File: config.mk
export PLATFORM = sky130hd
export DESIGN_NAME = bitblaster_core_param
export DESIGN_NICKNAME = d
export VERILOG_FILES = /design/src/rtl/bitblaster_core_param.sv
export SDC_FILE = /design/constraint.sdc
export NUM_CORES = 1
export LEC_CHECK = 0
export ABC_CLOCK_PERIOD_IN_PS = 4800
export BUFFER_PORTS_ARGS = -buffer_cell sky130_fd_sc_hd__buf_2
export CAP_MARGIN = 20
export CORE_MARGIN = 1.5
export CORE_UTILIZATION = 55
export CTS_BUF_LIST = sky130_fd_sc_hd__clkbuf_4 sky130_fd_sc_hd__clkbuf_8
export DETAILED_ROUTE_END_ITERATION = 6
export PLACE_DENSITY = 0.79
export SYNTH_ARGS = -nofsm -noshare
export SYNTH_HDL_FRONTEND = slang
export SYNTH_SLANG_ARGS = --single-unit
File: constraint.sdc
create_clock -name CLKb -period 4.8 [get_ports CLKb]
set_clock_uncertainty 0.2 [all_clocks]
set_input_delay 0.24 -clock CLKb [delete_from_list [all_inputs] [get_ports CLKb]]
set_output_delay 0.24 -clock CLKb [all_outputs]
set_load 0.1 [all_outputs]
File: src/rtl/bitblaster_core_param.sv
// Bitblaster multi-cycle core: FSM, IR, register file, A/G ALU.
// Internal muxed bus; instructions and ld data via valid/ready.
module bitblaster_core_param #(
  parameter int DATA_W   = 10,
  parameter int NUM_REGS = 4,
  parameter int RA_W     = $clog2(NUM_REGS)
) (
  input  logic              CLKb,
  input  logic              CLR,
  input  logic [DATA_W-1:0] in_data,
  input  logic              in_valid,
  output logic              in_ready,
  input  logic [RA_W-1:0]   peek_addr,
  output logic [DATA_W-1:0] peek_data,
  output logic [DATA_W-1:0] bus_out,
  output logic [1:0]        timestep,
  output logic              done,
  output logic              err,
  output logic              flag_z,
  output logic              flag_c
);

  localparam int IMM_W = DATA_W - 2 - RA_W;
  localparam logic [DATA_W-1:0] ONE = DATA_W'(1);

  localparam logic [1:0] T0 = 2'd0;
  localparam logic [1:0] T1 = 2'd1;
  localparam logic [1:0] T2 = 2'd2;
  localparam logic [1:0] T3 = 2'd3;

  logic [1:0]        st_q, st_d;
  logic [DATA_W-1:0] ir_q, ir_d;
  logic [DATA_W-1:0] a_q, a_d;
  logic [DATA_W-1:0] g_q, g_d;
  logic              z_q, z_d;
  logic              c_q, c_d;
  logic [DATA_W-1:0] r_q [NUM_REGS];
  logic [DATA_W-1:0] r_d [NUM_REGS];

  logic [1:0]        cls;
  logic [RA_W-1:0]   rx, ry;
  logic [3:0]        fn;
  logic [DATA_W-1:0] imm;
  logic              is_ld, is_cp, is_one, is_two, is_imm;
  logic [DATA_W-1:0] bus, opb, alu_res;
  logic [DATA_W:0]   sum;
  logic              alu_c;
  logic              done_c, err_c, wr_en;

  // Instruction field decode and classification
  always_comb begin
    cls = ir_q[DATA_W-1 -: 2];
    rx  = ir_q[DATA_W-3 -: RA_W];
    ry  = ir_q[DATA_W-3-RA_W -: RA_W];
    fn  = ir_q[3:0];
    imm = '0;
    imm[IMM_W-1:0] = ir_q[IMM_W-1:0];
    is_ld  = (cls == 2'b00) && (fn == 4'b0000);
    is_cp  = (cls == 2'b00) && (fn == 4'b0001);
    is_one = (cls == 2'b00) && (fn == 4'b0100 || fn == 4'b0101);
    is_two = (cls == 2'b00) &&
             (fn == 4'b0010 || fn == 4'b0011 ||
              (fn >= 4'b0110 && fn <= 4'b1011));
    is_imm = cls[1];
  end

  // Second-stage ALU: A op (R[Ry] or imm)
  always_comb begin
    opb     = is_imm ? imm : r_q[ry];
    sum     = '0;
    alu_res = '0;
    alu_c   = 1'b0;
    if (cls == 2'b10 || (!is_imm && fn == 4'b0010)) begin
      sum     = {1'b0, a_q} + {1'b0, opb};
      alu_res = sum[DATA_W-1:0];
      alu_c   = sum[DATA_W];
    end else if (cls == 2'b11 || fn == 4'b0011) begin
      sum     = {1'b0, a_q} + {1'b0, ~opb} + {1'b0, ONE};
      alu_res = sum[DATA_W-1:0];
      alu_c   = sum[DATA_W];
    end else begin
      case (fn)
        4'b0110: alu_res = a_q & opb;
        4'b0111: alu_res = a_q | opb;
        4'b1000: alu_res = a_q ^ opb;
        4'b1001: alu_res = a_q << opb;
        4'b1010: alu_res = a_q >> opb;
        4'b1011: alu_res = $unsigned($signed(a_q) >>> opb);
        default: alu_res = '0;
      endcase
    end
  end

  // Controller: bus source, next state and register writes per step
  always_comb begin
    st_d     = st_q;
    ir_d     = ir_q;
    a_d      = a_q;
    g_d      = g_q;
    z_d      = z_q;
    c_d      = c_q;
    r_d      = r_q;
    bus      = '0;
    in_ready = 1'b0;
    done_c   = 1'b0;
    err_c    = 1'b0;
    wr_en    = 1'b0;
    case (st_q)
      T0: begin
        in_ready = 1'b1;
        if (in_valid) begin
          bus  = in_data;
          ir_d = in_data;
          st_d = T1;
        end
      end
      T1: begin
        if (is_ld) begin
          in_ready = 1'b1;
          if (in_valid) begin
            bus   = in_data;
            wr_en = 1'b1;
          end
        end else if (is_cp) begin
          bus   = r_q[ry];
          wr_en = 1'b1;
        end else if (is_one) begin
          bus  = r_q[ry];
          g_d  = fn[0] ? ~bus : (~bus + ONE);
          z_d  = (g_d == '0);
          c_d  = 1'b0;
          st_d = T2;
        end else if (is_two || is_imm) begin
          bus  = r_q[rx];
          a_d  = bus;
          st_d = T2;
        end else begin
          err_c = 1'b1;
          st_d  = T0;
        end
      end
      T2: begin
        if (is_one) begin
          bus   = g_q;
          wr_en = 1'b1;
        end else begin
          bus  = opb;
          g_d  = alu_res;
          z_d  = (alu_res == '0);
          c_d  = alu_c;
          st_d = T3;
        end
      end
      default: begin
        bus   = g_q;
        wr_en = 1'b1;
      end
    endcase
    if (wr_en) begin
      r_d[rx] = bus;
      done_c  = 1'b1;
      st_d    = T0;
    end
  end

  // State update on the falling edge of the debounced clock
  always_ff @(negedge CLKb) begin
    if (CLR) begin
      st_q <= T0;
      ir_q <= '0;
      a_q  <= '0;
      g_q  <= '0;
      z_q  <= 1'b0;
      c_q  <= 1'b0;
      for (int i = 0; i < NUM_REGS; i++) r_q[i] <= '0;
    end else begin
      st_q <= st_d;
      ir_q <= ir_d;
      a_q  <= a_d;
      g_q  <= g_d;
      z_q  <= z_d;
      c_q  <= c_d;
      for (int i = 0; i < NUM_REGS; i++) r_q[i] <= r_d[i];
    end
  end

  assign peek_data = r_q[peek_addr];
  assign bus_out   = bus;
  assign timestep  = st_q;
  assign done      = done_c & ~CLR;
  assign err       = err_c & ~CLR;
  assign flag_z    = z_q;
  assign flag_c    = c_q;

endmodule

# After elaboration in Yosys (flattened, before gate mapping)
# Index checks and enable logic that the tools add are counted.
[classes] n_reduce_logical=26 n_mux=61 n_shift=3 bitwise=14 magnitude_cmp=6 n_eq_ne=20 n_addsub=4
[op_table] cell="$mux 10" n=21
[op_table] cell="$bmux 10 s2" n=3
[op_table] cell="$pmux 10 s6" n=1
[op_table] cell="$bwmux 40" n=1
[op_table] cell="$pmux 10 s3" n=1
[op_table] cell="$add 10x10->11" n=2
[op_table] cell="$mux 1" n=21
[op_table] cell="$demux 10 s2" n=1
[op_table] cell="$logic_not 10->1" n=2
[op_table] cell="$not 10->10" n=2
[op_table] cell="$pmux 10 s2" n=1
[op_table] cell="$eq 4x3->1 const B" n=4
[op_table] cell="$eq 4x4->1 const B" n=4
[op_table] cell="$reduce_and 5->1" n=3
[op_table] cell="$mux 2" n=6
[op_table] cell="$add 11x1->11 const B" n=1
[op_table] cell="$add 10x1->10 const B" n=1
[op_table] cell="$and 10x10->10" n=1
[op_table] cell="$ne 2x2->1 const B" n=5
[op_table] cell="$or 10x10->10" n=1
[op_table] cell="$shl 10x10->10" n=1
[op_table] cell="$shr 10x10->10" n=1
[op_table] cell="$sshr 10x10->10" n=1
[op_table] cell="$xor 10x10->10" n=1
[op_table] cell="other kinds (23)" n=48
[totals] wordCells=144 register_bits=74

# Depth between registers and ports, before layout
# Gate-level depths: netlist (run 1).
[depth] depth_word=13 depth_mapped=19 mapped_depth_nobuf=15

==> results of run 1 <==
[power groups by stage]
stage | combinational, mW | clock [mW] | sequential, mW
finish | 1.75 | 0.792 | 0.721
global route | 1.82 | 0.849 | 0.720
CTS | 1.62 | 0.753 | 0.712
detailed placement | 1.53 | 0.0947 | 0.718
global placement | 1.52 | 0.0947 | 0.716
floorplan | 1.06 | 0.0947 | 0.719
[state kept, by name, indices dropped and copies added (netlist names)]
signal    count
timestep      2
a_q          10
flag_c        1
g_q          10
flag_z        1
r_q          40
ir_q         10
[area by class of cell]
| cell class | count | area (um2) | area share [%] |
|---|---|---|---|
| multi-input cells | 706 | 5283 | 58.22 |
| clock buffers | 9 | 123.9 | 1.365 |
| clock inverters | 78 | 327.8 | 3.613 |
| inverters | 48 | 220.2 | 2.427 |
| flip-flops and latches | 74 | 1503 | 16.56 |
| well taps | 168 | 210.2 | 2.317 |
| repair buffers | 166 | 1406 | 15.50 |
[worst max-delay path: stages (launching register included)]
cell and delay, ns:
dfxtp_2 0.31, or2_4 0.26, nor3_4 0.28, buf_4 0.18
nand2_1 0.09, nand2_2 0.12, nor2_4 0.07, nand2_1 0.22
a31oi_1 0.14, a21oi_2 0.21, clkinvlp_4 0.16, buf_12 0.18
[worst max-delay path by stage]
stage | startpoint | endpoint | slack, ns | depth (start not counted)
floorplan | timestep[1] | bus_out[6] | -0.74 | 12
global placement | ir_q[1] | bus_out[0] | -0.05 | 10
detailed placement | ir_q[9] | bus_out[4] | -0.11 | 10
CTS | ir_q[1] | bus_out[5] | -0.43 | 11
global route | ir_q[1] | bus_out[1] | -0.79 | 11
finish | ir_q[1] | bus_out[4] | -0.71 | 11
[timing repair]
item	4_1_cts	5_1_grt
buffers inserted	16	6
pin swaps	16	18
gates resized for setup	38	29
endpoints found under the setup margin	12	14
gates cloned	2	0
[per-stage QoR]
step                      setup TNS (ns)  instances  setup slack (ns)
final                             -7.098       1249           -0.7074
after floorplan                   -7.521        896           -0.7437
after CTS                         -4.092       1244           -0.4295
after detailed placement         -0.6859       1140           -0.1085
after global placement           -0.1937       1140          -0.04839
after global routing              -8.077       1249           -0.7879
[cell families after synthesis]
group | count (synthesis) | synth area share, %
multiplexers | 62 | 13.75
XOR/XNOR | 11 | 1.404
adder cells (fa/ha/maj) | 38 | 7.148
buffers and inverters | 117 | 6.856
AO/OA/AOI/OAI | 282 | 28.36
AND/OR/NAND/NOR | 312 | 20.90
flip-flops | 74 | 21.59
[synth_stat cells (10+ instances only)]
| cell type | count |
|---|---|
| nor2_1 | 92 |
| clkbuf_1 | 49 |
| a21oi_1 | 80 |
| a22oi_1 | 25 |
| a221oi_1 | 10 |
| ha_1 | 36 |
| nor3_1 | 27 |
| nand3_1 | 14 |
| o21ai_0 | 21 |
| inv_1 | 45 |
| mux4_2 | 25 |
| dfxtp_1 | 74 |
| buf_2 | 13 |
| a211oi_1 | 50 |
| a31oi_1 | 11 |
| nand2_1 | 118 |
| mux2i_1 | 31 |
[layer usage]
metal	part of all wire, %	wire [um]	track usage, %	vias up
met1	35	10320	52.51	3976
li1	-	-	-	3707
met2	44	12730	63.95	887
met5	0	0	0	-
met3	14	4156	11.96	241
met4	6.9	2002	21.32	0
==> reports/results.ini, run 1 <==
[cells_and_area]
finalInstanceArea_um2=9074
area_delta_synth_final_pct=32.24
nNetsFinal=1132
mostFrequentLayoutCell=buf_4
drive_gt1_share_pct=28.49
fill_cells=831
antenna_cells=0
fin_util_pct=74.92
layout_common_cells=buf_4, inv_1, nand2_1, nor2_1

[critical_path]
rr_worst_depth=18
cp.arrival_ns=5.07
critPathLaunchType=register
endpoint_kind=primary output
r2r_start=ir_q[9]
reg2reg_to=flag_z
crit_fanout=8
rrSetupSlack_ns=0.20
crit_type=register to primary output
cp.required_ns=4.36

[pwr]
irDropWorstVdd_v=0.0003072
internal-power_mw=1.633
switching_power_mw=1.631
power.clock.fraction_pct=24.3
pwr_density_cell_nw_per_um2=359.7
p_seq_share_pct=22.1
switching_share_pct=49.97
p_leak_nw=3.666
pwr-share-comb_pct=53.7
power_mw=3.264

[clocking]
clockBufferDepth=2
clkTransAtPathRegs_ns=0.04
htreeDepth=3
numCtsBuffers=9
hold_buffers=0
cts_root_buffer=clkbuf_8
cts_sinks=74
clk-insertion-delay-late_ns=0.45
cts_tree=done

[worst_hold_path]
hp-start=flag_c
min_path_type=register to register
hold_path_end=flag_c
min_path_cells=2

[detailed_routing]
vias=8811
wl_um=29210
drc=0
viasPerCell=7.054
drt-pass1-iter-count=7
postRouteAntennaNets=0
avgRoutedWirePerCell_um=23.39
drt_iter0_drc=1687

[timing]
hold_ws_ns=0.2549
relSlewSlack_pct=34.30
setup_viol_count_final=13
finalMaxSlewViolations=0
fin_ws_ns=-0.7074
worst_slew_pin_slew_ns=0.9855
rsz0062_at_grt=yes
finalHoldViolCount=0

[outcome]
status=complete, but fails checks
violations=setup timing

[global_routing]
grt_pass1_wl_um=42130
grt-ovfl-total=0
antenna_found_initial=0
grt_max_degree=70
grt_util_all_layers_pct=41.35
grt_pass1_vias=8062

[die]
core_area_um2=12110
start_util_pct=56.65
num_rows=40
die_x_um=114.7
die_h_um=114.7
die_area_um2=13150
ios=42

[logic_synthesis]
syn_nets=949
yosys_most_used_dff=dfxtp_1
synth_area_per_cell_um2=7.658
async_flop_share_pct=0
synth_edf_count=0
yosysSeqAreaShare_pct=21.59
synth_cells=896
yosys_warnings=0
synth_top_area_cell=dfxtp_1
netlist_area_um2=6862
synthDistinctLibCells=72
synth.ff_latch_count=74
synth_top_area_share_pct=21.59
synth_area_leaders=dfxtp_1, mux4_2, ha_1

[job]
maxCapViolCount=0

[placement]
hpwl_um=18370
place_congestion=1.028
placed_area_um2=8174
port_buffers=41

Note: power is estimated with default switching activity, not from simulation.
==> run 2: changes to the inputs <==
- PLACE_DENSITY: 0.79 -> 0.83
==> reports/results.ini, run 2 <==
[placement]
port_buffers=41  ; unchanged
place_congestion=1.026  ; -0.21%
post-place-ws_ns=-0.2138  ; -0.1053 ns
hpwl_um=18750  ; +2.1%

[die]
num_rows=40  ; unchanged
die_h_um=114.7  ; unchanged
start_util_pct=56.65  ; unchanged
ios=42  ; unchanged
die_x_um=114.7  ; unchanged

[logic_synthesis]
synth_edf_count=0  ; unchanged
synth_top_area_share_pct=21.59  ; unchanged
synth_area_per_cell_um2=7.658  ; unchanged
synth_cells=896  ; unchanged
yosysSeqAreaShare_pct=21.59  ; unchanged
syn_nets=949  ; unchanged
synth_area_leaders=dfxtp_1, mux4_2, ha_1
yosys_most_used_dff=dfxtp_1
synth.most_common_cell=nand2_1
async_flop_share_pct=0  ; unchanged
synth_top_area_cell=dfxtp_1
netlist_area_um2=6862  ; unchanged
synth.ff_latch_count=74  ; unchanged
synthTopCellsByCount=nand2_1, nor2_1, a21oi_1, dfxtp_1, a211oi_1
yosys_warnings=0  ; unchanged
synthDistinctLibCells=72  ; unchanged

[timing]
crit_endpoint=bus_out[7]
worstEndpointType=primary output

[outcome]
status=aborted with a tool error
lastStage=global routing
error=[ERROR GRT-0232] Routing congestion too high. Check the congestion heatmap in the GUI.

[clocking]
htreeDepth=3  ; unchanged
cts_root_buffer=clkbuf_8
cts_sinks=74  ; unchanged
clockBufferDepth=2  ; unchanged
numCtsBuffers=9  ; unchanged

[global_routing]
grt-ovfl-total=4
grt_util_all_layers_pct=72.08
grt_max_degree=51

[run 2: metal layers]
layer	GRT overflow	track usage, %
met1	0	73.36
met2	1	85.51
met3	0	62.04
met4	3	67.16
met5	0	22.75
[run 2: logic make-up after synthesis]
group | Yosys count | synth area share, %
xor+xnor | 11 | 1.404
mux | 62 | 13.75
simple gates | 312 | 20.90
fa+ha+maj | 38 | 7.148
flops | 74 | 21.59
compound gates | 282 | 28.36
buf+inv | 117 | 6.856
[run 2: metrics by stage]
stage,util (%),hold WS (ns),cell area [um2],cells
after floorplan,-,0.2440,7076,896
after global placement,67.59,0.2401,8187,1140
after detailed placement,67.59,0.2485,8187,1140
after CTS,76.62,0.2519,9280,1292
[run 2: repair_timing]
action                                  in CTS
gates cloned                                 1
endpoints found under the setup margin      12
resized for setup                           40
setup buffers                               66
hold buffers                                 0
pin swaps                                   17
==> run 3: changes to the inputs <==
- CORE_UTILIZATION: 55 -> 40
- CTS_BUF_LIST: sky130_fd_sc_hd__clkbuf_4 sky130_fd_sc_hd__clkbuf_8 -> not set
- PLACE_DENSITY: 0.83 -> not set
- PLACE_DENSITY_LB_ADDON: not set -> 0.15
==> reports/results.ini, run 3 (synthesis results as in run 1) <==
[timing]
fin_ws_ns=-0.4673
finalHoldViolCount=0
rsz0062_at_grt=yes
relSlewSlack_pct=39.87
worst_slew_pin_slew_ns=0.9019
setup_viol_count_final=12
finalMaxSlewViolations=0

[cells_and_area]
drive_gt1_share_pct=28.39
layout_common_cells=buf_4, nand2_1, inv_1, nor2_1, a21oi_1
finalInstanceArea_um2=9300
fin_cells=1319
mostFrequentLayoutCell=buf_4
antenna_cells=0
nNetsFinal=1147
area_delta_synth_final_pct=35.54
largest_reg_flops=40
top_register=r_q

[clocking]
hold_buffers=0  ; unchanged
cts_sinks=74  ; unchanged
numCtsBuffers=9  ; unchanged
htreeDepth=3  ; unchanged
clk-insertion-delay-late_ns=0.41
cts_tree=done
clockBufferDepth=2  ; unchanged
clkTransAtPathRegs_ns=0.03
cts_root_buffer=clkbuf_16

[die]
core_area_um2=16640
die_h_um=134.0  ; +17%
ios=42  ; unchanged
start_util_pct=41.23  ; -15 points
die_x_um=134.0  ; +17%
num_rows=47  ; +18%
die_area_um2=17950

[placement]
dp_cells=1213  ; +6.4%
port_buffers=41  ; unchanged
place_congestion=1.003  ; -2.3%
hpwl_um=19980  ; +6.6%
placed_area_um2=8422  ; +2.9%

[global_routing]
grt_max_degree=77
grt_util_all_layers_pct=30.06
grt_pass1_vias=7808
grt-ovfl-total=0
antenna_found_initial=0
grt_pass1_wl_um=42120

[detailed_routing]
drt_iter0_drc=645
viasPerCell=6.017
drt-pass1-iter-count=6
vias=7936
wl_um=26850
drc=0
avgRoutedWirePerCell_um=20.35
postRouteAntennaNets=0

[critical_path]
critPathLaunchType=register
crit_type=register to primary output
crit_fanout=5
endpoint_kind=primary output
cp.arrival_ns=4.83
cp.required_ns=4.36

[pwr]
pwr-share-comb_pct=50.8
switching_share_pct=45.93
power.clock.fraction_pct=28.1
switching_power_mw=1.552
p_leak_nw=3.804
p_seq_share_pct=21.1
internal-power_mw=1.828
pwr_density_cell_nw_per_um2=363.5
power_mw=3.380
irDropWorstVdd_v=0.0003806

[outcome]
status=complete, but fails checks
violations=setup timing

[job]
maxCapViolCount=0

[worst_hold_path]
min_path_type=register to register

==> run 3: final timing paths <==
path | from | slack (ns) | cells after the start | end
min | flag_c | 0.25 | 2 | flag_c
max | ir_q[1] | -0.47 | 11 | bus_out[8]
min reg2reg | flag_c | 0.25 | 2 | flag_c
max reg2reg | ir_q[4] | 0.23 | 16 | flag_z
==> run 3: power groups by stage <==
| stage | Sequential [mW] | Clock [mW] | Combinational, mW |
|---|---|---|---|
| finish | 0.712 | 0.950 | 1.72 |
| global route | 0.715 | 1.05 | 1.84 |
| CTS | 0.711 | 0.980 | 1.65 |
| detailed placement | 0.718 | 0.0947 | 1.60 |
| global placement | 0.718 | 0.0947 | 1.60 |
| floorplan | 0.719 | 0.0947 | 1.06 |
==> run 3: cell type report <==
class	count	area, um2
Fill cell	1578	7342
Sequential cell	74	1499
Timing Repair Buffer	180	1514
Inverter	48	220.2
Clock buffer	9	225.2
Tap cell	220	275.3
Clock inverter	81	350.3
Multi-Input combinational cell	707	5216
==> run 3: through the flow <==
step	util [%]	setup WS (ns)	hold WS (ns)	TNS [ns]
after floorplan	-	-0.7437	0.2440	-7.521
after global placement	50.61	-0.1362	0.2386	-0.7788
after detailed placement	50.61	-0.2127	0.2438	-1.332
after CTS	55.16	-0.4431	0.2480	-4.529
after global routing	55.88	-0.5834	0.2927	-5.854
final	55.88	-0.4673	0.2465	-4.574
==> run 3: what timing repair did <==
item	CTS	global route
gates resized for setup	24	20
endpoints found under the setup margin	12	14
gates cloned	1	1
buffers inserted	11	6
pin swaps	9	8
==> run 3: per-layer routing <==
layer  wire length, um  GRT usage (%)  vias to the layer above
met2             12530          48.05                      384
met1             11250          38.03                     3737
met3              1931          6.878                       77
li1                  -              -                     3738
met5                 0              0                        -
met4              1136          15.22                        0
==> run 3: critical path, cell delays in order (launching register included) <==
cell	delay (ns)
dfxtp_2	0.31
or2_4	0.25
nor3_4	0.22
nand2_4	0.09
nor3_4	0.15
or2_4	0.17
and2_4	0.19
a22oi_1	0.09
a21oi_1	0.20
a21oi_2	0.08
clkinvlp_4	0.09
buf_12	0.16
==> run 4: changes to the inputs <==
- ABC_AREA: not set -> 1
==> reports/results.ini, run 4 <==
[outcome]
status=complete, but fails checks
violations=setup timing

[cells_and_area]
fin_cells=1635  ; +24%
mostFrequentLayoutCell=nand2_1
drive_gt1_share_pct=28.24  ; -0.15 points
largest_reg_flops=40  ; unchanged
nNetsFinal=1455  ; +27%
area_delta_synth_final_pct=41.30
top_register=r_q
layout_common_cells=nand2_1, inv_1, buf_4, a21oi_1, o21ai_0
antenna_cells=0  ; unchanged
fill_cells=1687  ; +6.9%

[global_routing]
grt-ovfl-total=0  ; unchanged
grt_pass1_wl_um=45640  ; +8.4%
grt_pass1_vias=8711  ; +12%
antenna_found_initial=0  ; unchanged
grt_max_degree=47  ; -39%
grt_util_all_layers_pct=31.47  ; +1.4 points

[die]
die_h_um=137.5  ; +2.7%
die_area_um2=18920  ; +5.4%
start_util_pct=40.58  ; -0.65 points
ios=42  ; unchanged
die_x_um=137.5  ; +2.7%
core_area_um2=17840  ; +7.2%
num_rows=49  ; +4.3%

[pwr]
p_leak_nw=4.987  ; +31%
irDropWorstVdd_v=0.0007288  ; +91%
pwr_density_cell_nw_per_um2=698.6  ; +92%
power_mw=7.147  ; +110%

[timing]
setup_tns_ns=-1.697  ; +2.877 ns
rsz0062_at_grt=yes
setup_viol_count_final=12  ; unchanged
finalMaxSlewViolations=0  ; unchanged
hold_ws_ns=0.2578  ; +0.01133 ns
finalHoldViolCount=0  ; unchanged
relSlewSlack_pct=49.41  ; +9.5 points
fin_ws_ns=-0.2062  ; +0.2611 ns
worst_slew_pin_slew_ns=0.7560  ; -0.1459 ns

[logic_synthesis]
synthDistinctLibCells=58  ; -19%
yosys_warnings=0  ; unchanged
synth.most_common_cell=nand2_1
synth_area_per_cell_um2=6.178  ; -19%
synth.ff_latch_count=74  ; unchanged
yosysSeqAreaShare_pct=20.46  ; -1.1 points
yosys_most_used_dff=dfxtp_1
synth_edf_count=0  ; unchanged
synth_cells=1172  ; +31%
syn_nets=1225  ; +29%
netlist_area_um2=7241  ; +5.5%
synth_area_leaders=dfxtp_1, nand2_1, a21oi_1
synth_top_area_share_pct=20.46  ; -1.1 points
synth_top_area_cell=dfxtp_1
async_flop_share_pct=0  ; unchanged
synthTopCellsByCount=nand2_1, inv_1, a21oi_1, o21ai_0, nor2_1

[clocking]
clockBufferDepth=2  ; unchanged
htreeDepth=3  ; unchanged
hold_buffers=0  ; unchanged
clk-insertion-delay-late_ns=0.42  ; about the same
cts_root_buffer=clkbuf_16
cts_sinks=74  ; unchanged
cts_tree=done
numCtsBuffers=9  ; unchanged
clkTransAtPathRegs_ns=0.04  ; about the same

[detailed_routing]
avgRoutedWirePerCell_um=18.08  ; -11%
viasPerCell=5.624  ; -6.5%
wl_um=29560  ; +10%
drt-pass1-iter-count=5  ; -1
postRouteAntennaNets=0  ; unchanged
drc=0  ; unchanged
drt_iter0_drc=801  ; +24%
vias=9195  ; +16%

[critical_path]
crit_fanout=6  ; +1
cp.arrival_ns=4.57  ; -0.26 ns
crit_type=register to primary output
slowest_stage=dfxtp_4
critPathLaunchType=register
cp.required_ns=4.36  ; about the same
max_stage_delay_ns=0.35  ; +0.04 ns
endpoint_kind=primary output
path_cells=nor2_4 -> buf_6 -> nand3_4 -> inv_4 -> nor2_4 -> buf_4 -> o221ai_2 -> nand3_1 -> o2111ai_2 -> o21ai_4 -> inv_4 -> buf_12

[placement]
port_buffers=41  ; unchanged
dp_cells=1500  ; +24%
place_congestion=0.9739  ; -2.9%
hpwl_um=21520  ; +7.7%

[worst_hold_path]
min_path_type=register to register

[job]
maxCapViolCount=0  ; unchanged

[run 4: cell count changes after synthesis, moves of 24 or more]
cell and delta:
nand2_1 +151, inv_1 +101, o21ai_0 +91, nand3_1 +63
a211oi_1 -44, a21oi_1 +34, clkbuf_1 -32, mux2i_1 -31
mux4_2 -25, nor3_1 -24
[run 4: layout make-up]
| type | count | area, um2 | area share [%] |
|---|---|---|---|
| Clock buffer | 9 | 225.2 | 2.201 |
| Inverter | 160 | 665.6 | 6.506 |
| Clock inverter | 80 | 349.1 | 3.412 |
| Multi-Input combinational cell | 895 | 5515 | 53.91 |
| Tap cell | 229 | 286.5 | 2.801 |
| Timing Repair Buffer | 188 | 1670 | 16.33 |
| Sequential cell | 74 | 1519 | 14.85 |
[run 4: stage by stage]
stage,setup slack [ns],util [%],area [um2]
finish,-0.2062,57.35,10230
global route,-0.2711,57.35,10230
CTS,-0.1898,55.78,9951
detailed placement,-0.06565,48.12,8584
global placement,-0.03196,48.12,8584
floorplan,-0.1295,-,7392
[run 4: cell families (layout without fill, tap and decap cells)]
| kind of cell | Yosys count | count (layout) | share of synthesized area, % |
|---|---|---|---|
| flip-flops | 74 | 74 | 20.46 |
| adder cells (fa/ha/maj) | 38 | 38 | 6.774 |
| buffers and inverters | 203 | 437 | 12.53 |
| XOR/XNOR | 15 | 15 | 1.814 |
| AO/OA/AOI/OAI | 328 | 328 | 26.59 |
| AND/OR/NAND/NOR | 514 | 514 | 31.83 |
[run 4: critical path: cells and delay by family, from the launching register on]
| kind | cells | cell delay [ns] |
|---|---|---|
| flops | 1 | 0.35 |
| buf+inv | 5 | 0.61 |
| simple gates | 4 | 0.41 |
| compound gates | 3 | 0.39 |
[run 4: final timing paths]
kind                            startpoint          to  slack [ns]  cells past startpoint
worst max register to register     ir_q[4]      flag_z        0.48                     24
worst min-delay path                flag_c      flag_c        0.26                      2
worst max-delay path               ir_q[8]  bus_out[7]       -0.21                     12
worst min register to register      flag_c      flag_c        0.26                      2
[run 4: metal layers]
metal	up-vias	GRT usage, %	wire [um]
li1	4398	-	-
met1	4282	39.69	12390
met2	442	51.67	14240
met3	73	6.144	2074
met4	0	14.39	854
met5	-	0	0
[run 4: what timing repair did]
item	4_1_cts	5_1_grt
resized for setup	153	44
pin swaps	42	35
endpoints found under the setup margin	12	12
buffers inserted	33	15
cloned	1	1
[run 4: report_power, final]
group	switching [mW]	internal, mW	leakage (nW)	total, mW
registers	0.185	0.762	0.608	0.947
logic	3.34	1.90	3.84	5.24
clock network	0.474	0.490	0.543	0.964
total	4.00	3.15	4.99	7.15
